==> src/rtl/mmio_pkg.sv <==
// Shared types and constants for the MMIO host master and its timeout counter.
package mmio_pkg;

  localparam int unsigned TID_W       = 9;
  localparam logic [1:0]  MMIO_LEN_8B = 2'b01;

  typedef logic [TID_W-1:0] tid_t;

  typedef enum logic [1:0] {
    IDLE,
    RD_WAIT,
    RSP
  } state_e;

  function automatic logic [7:0] sat_inc8(input logic [7:0] v);
    return (v == 8'hFF) ? v : v + 8'd1;
  endfunction

endpackage

==> src/rtl/mmio_host_master_if.sv <==
// Host command/response, AFU MMIO request and AFU read-response signals.
interface mmio_host_master_if;

  logic                cmd_valid;
  logic                cmd_ready;
  logic                cmd_write;
  logic [15:0]         cmd_addr;
  logic [63:0]         cmd_wdata;
  logic                rsp_valid;
  logic                rsp_ready;
  logic [63:0]         rsp_rdata;
  logic                rsp_err;
  logic                mmio_wr_valid;
  logic                mmio_rd_valid;
  logic [15:0]         mmio_addr;
  mmio_pkg::tid_t      mmio_tid;
  logic [1:0]          mmio_length;
  logic [63:0]         mmio_wdata;
  logic                rd_rsp_valid;
  mmio_pkg::tid_t      rd_rsp_tid;
  logic [63:0]         rd_rsp_data;
  logic [7:0]          stale_rsp_cnt;

  modport master (
    input  cmd_valid, cmd_write, cmd_addr, cmd_wdata, rsp_ready,
           rd_rsp_valid, rd_rsp_tid, rd_rsp_data,
    output cmd_ready, rsp_valid, rsp_rdata, rsp_err,
           mmio_wr_valid, mmio_rd_valid, mmio_addr, mmio_tid, mmio_length,
           mmio_wdata, stale_rsp_cnt
  );

  modport slave (
    output cmd_valid, cmd_write, cmd_addr, cmd_wdata, rsp_ready,
           rd_rsp_valid, rd_rsp_tid, rd_rsp_data,
    input  cmd_ready, rsp_valid, rsp_rdata, rsp_err,
           mmio_wr_valid, mmio_rd_valid, mmio_addr, mmio_tid, mmio_length,
           mmio_wdata, stale_rsp_cnt
  );

endinterface

==> src/rtl/mmio_timeout_ctr.sv <==
// Read-response wait counter; expire asserts once the count reaches LIMIT-1.
module mmio_timeout_ctr #(
  parameter int unsigned LIMIT = 512
) (
  input  logic clk,
  input  logic rst,
  input  logic clear,
  input  logic enable,
  output logic expire
);

  localparam logic [15:0] LAST = 16'(LIMIT - 1);

  logic [15:0] cnt_q;

  always_ff @(posedge clk or posedge rst) begin
    if (rst) begin
      cnt_q <= '0;
    end else if (clear) begin
      cnt_q <= '0;
    end else if (enable && !expire) begin
      cnt_q <= cnt_q + 16'd1;
    end
  end

  assign expire = (cnt_q == LAST);

endmodule

==> src/rtl/mmio_host_master.sv <==
// Turns host read/write commands into single-cycle MMIO requests and
// matches AFU read responses by transaction id, with a response timeout.
module mmio_host_master
  import mmio_pkg::*;
#(
  parameter int unsigned TIMEOUT_CYCLES = 512
) (
  input  logic                clk,
  input  logic                rst,
  mmio_host_master_if.master  bus
);

  state_e      state_q;
  tid_t        tid_q;
  tid_t        mmio_tid_q;
  logic        wr_valid_q;
  logic        rd_valid_q;
  logic [15:0] addr_q;
  logic [63:0] wdata_q;
  logic [63:0] rdata_q;
  logic        err_q;
  logic [7:0]  stale_q;
  logic        expire;
  logic        match;

  mmio_timeout_ctr #(
    .LIMIT (TIMEOUT_CYCLES)
  ) u_timeout (
    .clk    (clk),
    .rst    (rst),
    .clear  (state_q != RD_WAIT),
    .enable (state_q == RD_WAIT),
    .expire (expire)
  );

  assign match = bus.rd_rsp_valid && (state_q == RD_WAIT) &&
                 (bus.rd_rsp_tid == mmio_tid_q);

  always_ff @(posedge clk or posedge rst) begin
    if (rst) begin
      state_q    <= IDLE;
      tid_q      <= '0;
      mmio_tid_q <= '0;
      wr_valid_q <= 1'b0;
      rd_valid_q <= 1'b0;
      addr_q     <= '0;
      wdata_q    <= '0;
      rdata_q    <= '0;
      err_q      <= 1'b0;
      stale_q    <= '0;
    end else begin
      wr_valid_q <= 1'b0;
      rd_valid_q <= 1'b0;
      if (bus.rd_rsp_valid && !match) begin
        stale_q <= sat_inc8(stale_q);
      end
      case (state_q)
        IDLE: begin
          // cmd_ready is high throughout IDLE, so cmd_valid alone is a transfer
          if (bus.cmd_valid) begin
            if (bus.cmd_addr[0]) begin
              rdata_q <= '0;
              err_q   <= 1'b1;
              state_q <= RSP;
            end else if (bus.cmd_write) begin
              wr_valid_q <= 1'b1;
              addr_q     <= bus.cmd_addr;
              wdata_q    <= bus.cmd_wdata;
            end else begin
              rd_valid_q <= 1'b1;
              addr_q     <= bus.cmd_addr;
              mmio_tid_q <= tid_q;
              tid_q      <= tid_q + tid_t'(1);
              state_q    <= RD_WAIT;
            end
          end
        end
        RD_WAIT: begin
          if (match) begin
            rdata_q <= bus.rd_rsp_data;
            err_q   <= 1'b0;
            state_q <= RSP;
          end else if (expire) begin
            rdata_q <= '0;
            err_q   <= 1'b1;
            state_q <= RSP;
          end
        end
        RSP: begin
          if (bus.rsp_ready) begin
            state_q <= IDLE;
          end
        end
        default: state_q <= IDLE;
      endcase
    end
  end

  assign bus.cmd_ready     = (state_q == IDLE);
  assign bus.rsp_valid     = (state_q == RSP);
  assign bus.rsp_rdata     = rdata_q;
  assign bus.rsp_err       = err_q;
  assign bus.mmio_wr_valid = wr_valid_q;
  assign bus.mmio_rd_valid = rd_valid_q;
  assign bus.mmio_addr     = addr_q;
  assign bus.mmio_tid      = mmio_tid_q;
  assign bus.mmio_length   = MMIO_LEN_8B;
  assign bus.mmio_wdata    = wdata_q;
  assign bus.stale_rsp_cnt = stale_q;

endmodule
==> src/flat_wrapper.sv <==
// flat-port wrapper written by rule: the top's interface ports become plain ports
module mmio_host_master_flat import mmio_pkg::*;
#(
  parameter int unsigned TIMEOUT_CYCLES = 512
)
  (clk, rst, bus_cmd_valid, bus_cmd_write, bus_cmd_addr, bus_cmd_wdata, bus_rsp_ready, bus_rd_rsp_valid, bus_rd_rsp_tid, bus_rd_rsp_data, bus_cmd_ready, bus_rsp_valid, bus_rsp_rdata, bus_rsp_err, bus_mmio_wr_valid, bus_mmio_rd_valid, bus_mmio_addr, bus_mmio_tid, bus_mmio_length, bus_mmio_wdata, bus_stale_rsp_cnt);
  mmio_host_master_if bus_i ();
  input  logic clk;
  input  logic rst;
  input wire logic [$bits(bus_i.cmd_valid)-1:0] bus_cmd_valid;
  input wire logic [$bits(bus_i.cmd_write)-1:0] bus_cmd_write;
  input wire logic [$bits(bus_i.cmd_addr)-1:0] bus_cmd_addr;
  input wire logic [$bits(bus_i.cmd_wdata)-1:0] bus_cmd_wdata;
  input wire logic [$bits(bus_i.rsp_ready)-1:0] bus_rsp_ready;
  input wire logic [$bits(bus_i.rd_rsp_valid)-1:0] bus_rd_rsp_valid;
  input wire logic [$bits(bus_i.rd_rsp_tid)-1:0] bus_rd_rsp_tid;
  input wire logic [$bits(bus_i.rd_rsp_data)-1:0] bus_rd_rsp_data;
  output wire logic [$bits(bus_i.cmd_ready)-1:0] bus_cmd_ready;
  output wire logic [$bits(bus_i.rsp_valid)-1:0] bus_rsp_valid;
  output wire logic [$bits(bus_i.rsp_rdata)-1:0] bus_rsp_rdata;
  output wire logic [$bits(bus_i.rsp_err)-1:0] bus_rsp_err;
  output wire logic [$bits(bus_i.mmio_wr_valid)-1:0] bus_mmio_wr_valid;
  output wire logic [$bits(bus_i.mmio_rd_valid)-1:0] bus_mmio_rd_valid;
  output wire logic [$bits(bus_i.mmio_addr)-1:0] bus_mmio_addr;
  output wire logic [$bits(bus_i.mmio_tid)-1:0] bus_mmio_tid;
  output wire logic [$bits(bus_i.mmio_length)-1:0] bus_mmio_length;
  output wire logic [$bits(bus_i.mmio_wdata)-1:0] bus_mmio_wdata;
  output wire logic [$bits(bus_i.stale_rsp_cnt)-1:0] bus_stale_rsp_cnt;
  assign bus_i.cmd_valid = bus_cmd_valid;
  assign bus_i.cmd_write = bus_cmd_write;
  assign bus_i.cmd_addr = bus_cmd_addr;
  assign bus_i.cmd_wdata = bus_cmd_wdata;
  assign bus_i.rsp_ready = bus_rsp_ready;
  assign bus_i.rd_rsp_valid = bus_rd_rsp_valid;
  assign bus_i.rd_rsp_tid = bus_rd_rsp_tid;
  assign bus_i.rd_rsp_data = bus_rd_rsp_data;
  assign bus_cmd_ready = bus_i.cmd_ready;
  assign bus_rsp_valid = bus_i.rsp_valid;
  assign bus_rsp_rdata = bus_i.rsp_rdata;
  assign bus_rsp_err = bus_i.rsp_err;
  assign bus_mmio_wr_valid = bus_i.mmio_wr_valid;
  assign bus_mmio_rd_valid = bus_i.mmio_rd_valid;
  assign bus_mmio_addr = bus_i.mmio_addr;
  assign bus_mmio_tid = bus_i.mmio_tid;
  assign bus_mmio_length = bus_i.mmio_length;
  assign bus_mmio_wdata = bus_i.mmio_wdata;
  assign bus_stale_rsp_cnt = bus_i.stale_rsp_cnt;
  mmio_host_master #(.TIMEOUT_CYCLES(TIMEOUT_CYCLES)) u_core (.clk(clk), .rst(rst), .bus(bus_i));
endmodule
==> config.mk <==
export PLATFORM = sky130hd
export DESIGN_NAME = mmio_host_master_flat
export DESIGN_NICKNAME = d
export VERILOG_FILES = /design/src/rtl/mmio_pkg.sv /design/src/rtl/mmio_host_master_if.sv /design/src/rtl/mmio_timeout_ctr.sv /design/src/rtl/mmio_host_master.sv /design/src/flat_wrapper.sv
export SDC_FILE = /design/constraint.sdc
export NUM_CORES = 1
export LEC_CHECK = 0
export ABC_AREA = 1
export BUFFER_PORTS_ARGS = -buffer_cell sky130_fd_sc_hd__buf_2
export CORE_ASPECT_RATIO = 1.2
export CORE_MARGIN = 2
export CORE_UTILIZATION = 40
export DETAILED_ROUTE_END_ITERATION = 8
export PLACE_DENSITY = 0.65
export SKIP_CTS_REPAIR_TIMING = 1
export SLEW_MARGIN = 10
export SYNTH_ARGS = -nofsm -noshare
export SYNTH_HDL_FRONTEND = slang
export SYNTH_SLANG_ARGS = --single-unit
==> constraint.sdc <==
create_clock -name clk -period 8.2 [get_ports clk]
set_input_delay 0.82 -clock clk [delete_from_list [all_inputs] [get_ports clk]]
set_output_delay 0.82 -clock clk [all_outputs]
set_load 0.005 [all_outputs]
==> impl_metrics.csv <==
group,metric,value,unit
worst_setup_path,critPathBufInv,1,
floorplanning,core_area,20040,um2
layout,finalCoreUtilization,51.89,%
timing,rsz0062_at_grt,"no",
timing,finalSetupTns,0,ps
timing,skew,13.13,ps
drt,dr.first_iter.drc_count,420,
clock_network,cts_buffer_depth,2,
yosys,synthTopCellsByArea,"dfrtp_1 (59%), nand2_1 (21%), nand4_1 (5.5%)",
layout,fillers,1948,
yosys,syn_inst,934,
worst_setup_path,arrival,2790,ps
yosys,synthAdderAreaFrac,0.4637,%
clock_network,cts_tree,"done",
yosys,yosysTopAreaCellShare,58.73,%
drt,dr_wl_met3,1987,um
timing,worst_slew_margin_rel,27.38,%
global_route,grt_pass1_wl,35030,um
clock_network,path_clk_slew,70,ps
layout,final_cell_mix,"nand2_1 (449), buf_2 (323), dfrtp_1 (190)",
placement,post-place-cells,1482,
clock_network,cts_buffers,17,
timing,min_period,2478,ps
global_route,grt_util_all_layers,20.38,%
worst_setup_path,crit_path_max_incr_delay,620,ps
outcome,outcome,"completed",
clock_network,cts_root_buffer,"clkbuf_16",
placement,gp_congestion,0.8626,
yosys,synth_top_area_cell,"dfrtp_1",
yosys,synth_mux_area_share,0,%
drt,wl_met1,8997,um
drt,routed_via_density,4.731,
yosys,synth_top_family_by_area,"simple AND/OR/NAND/NOR gates",
drt,firstDrtPassIters,4,
worst_setup_path,crit_type,"register to register",
drt,wire_per_inst,14.19,um
drt,dr_wl_met2,10150,um
placement,hpwl,15050,um
drt,antenna_left,0,
drt,top_layer,"met4",
layout,fin_cells,1516,
timing,setup_slack,5722,ps
placement,numPortBuffers,323,
layout,nets,1398,
hold_path,hold_class,"register to register",
timing,tightest_slew,1089,ps
yosys,syn_area,8095,um2
worst_setup_path,slowest_stage,"nor2_2",
global_route,grt_pass1_vias,6907,
timing,final-setup-viol-count,0,
clock_network,clk_latency,430,ps
yosys,ys_seq_elements,190,
global_route,antenna_found_initial,2,
drt,drc,0,
drt,drt-total-wl,21510,um
floorplanning,die_h,159.8,um
global_route,grt_max_degree,122,
yosys,synth_xor_area_share,2.272,%
worst_setup_path,critPathCaptureType,"register",
power,finalPower,2.883,mW
floorplanning,start_util,40.39,%
power,p_per_area,277.2,nW/um2
worst_setup_path,cp_max_fo,21,
power,p_leak,6.026,nW
clock_network,clkSinkCount,190,
worst_setup_path,critPathLaunchType,"register",
global_route,overflow,0,
layout,final_common_cell,"nand2_1",
floorplanning,num_rows,57,
drt,vias,7172,
power,ir_worst_vdd,0.1802,mV
yosys,yosysSeqAreaShare,58.73,%
worst_setup_path,worst_ep_required_time,8510,ps
floorplanning,num_io_pins,327,
timing,finalCritPeriodShare,30.22,%
yosys,yosysWarnings,0,
timing,hold_viol,0,
clock_network,cts_max_level,4,
timing,slew_violations,0,
layout,area_growth,28.45,%
yosys,synth_cell_type_count,28,
floorplanning,dieArea,21400,um2
yosys,avgSynthCellArea,8.667,um2
placement,post-place-ws,5307,ps
worst_setup_path,crit_chain,"nor2_1 > nand2_2 > nor2_2 > inv_1 > nor3_2 > nand3_1 > xnor2_1",
worst_setup_path,cp_top_family,"simple AND/OR/NAND/NOR gates",
layout,drive_gt1_share,30.50,%
yosys,synth-compound-area-share,1.886,%
run,drv_cap,0,
timing,max_clock_freq,403.5,MHz
floorplanning,die_w,133.9,um
yosys,yosys.area_share.simple,30.91,%
==> path summary, 6_finish.rpt <==
check	from	endpoint	slack, ps	depth (start not counted)
max	u_core.state_q[0]	u_core.tid_q[8]	5720	7
max reg2reg	u_core.state_q[0]	u_core.tid_q[8]	5720	7
min	u_core.bus.rsp_rdata[62]	u_core.bus.rsp_rdata[62]	470	2
min reg2reg	u_core.bus.rsp_rdata[62]	u_core.bus.rsp_rdata[62]	470	2
min in group asynchronous	rst	u_core.bus.mmio_wdata[22]	550	2
max in group asynchronous	rst	u_core.bus.rsp_rdata[49]	6170	3
==> metal layers <==
layer	GRT usage [%]	vias up
li1	-	3565
met1	26.09	3293
met2	32.33	288
met3	7.048	26
met4	6.867	0
met5	0	-
==> synthesized netlist by cell type, drive strengths merged <==
library cell,n
nand2,452
dfrtp,190
nand4,71
inv,44
nor2,43
buf,28
nand3,21
o21ai,21
clkbuf,19
xnor2,12
xor2,9
nor3,7
a21oi,5
ha,3
conb,2
nor4,2
or2,2
a211oi,1
a2bb2oi,1
a31oi,1
==> stage by stage <==
| step | hold WS, ps | instance area [um2] |
|---|---|---|
| after floorplan | 445.7 | 8099 |
| after global placement | 448.3 | 9816 |
| after detailed placement | 452.6 | 9816 |
| final | 466.3 | 10400 |
| after global routing | 484.3 | 10400 |
| after CTS | 470.3 | 10390 |
==> registers in the layout (all words and copies together) (netlist names), 2 cells and up <==
register	flops
u_core.bus.mmio_wdata	64
u_core.bus.rsp_rdata	64
u_core.u_timeout.cnt_q	16
u_core.bus.mmio_addr	15
u_core.bus.mmio_tid	9
u_core.tid_q	9
u_core.bus.stale_rsp_cnt	8
u_core.state_q	2
==> layout make-up <==
class | count | area, um2 | share of cell area [%]
multi-input cells | 654 | 2895 | 27.84
clock inverters | 14 | 148.9 | 1.432
repair buffers | 329 | 1662 | 15.98
clock buffers | 18 | 429.2 | 4.127
well taps | 265 | 331.6 | 3.189
flip-flops and latches | 190 | 4755 | 45.72
diodes | 2 | 5.005 | 0.04813
inverters | 44 | 172.7 | 1.660
==> logic make-up (layout without fill, tap and decap cells) <==
logic type / after synthesis / count (layout)
flops: 190 / 190
fa+ha+maj: 3 / 3
compound gates: 29 / 29
other cells: 2 / 5
xor+xnor: 21 / 21
buf+inv: 91 / 405
simple gates: 598 / 598
==> power by group <==
group	switching [mW]	leakage, nW	internal (mW)
Combinational	0.445	3.23	0.307
Sequential	0.146	2.51	1.16
Clock	0.387	0.289	0.433
Total	0.979	6.03	1.90
==> worst reg2reg max path, stage by stage, from the launching register on <==
cell and delay [ps]:
dfrtp_1 440, nor2_1 220, nand2_2 310, nor2_2 620, inv_1 280, nor3_2 240, nand3_1 120, xnor2_1 140
Power figures use the tool's default switching activity.
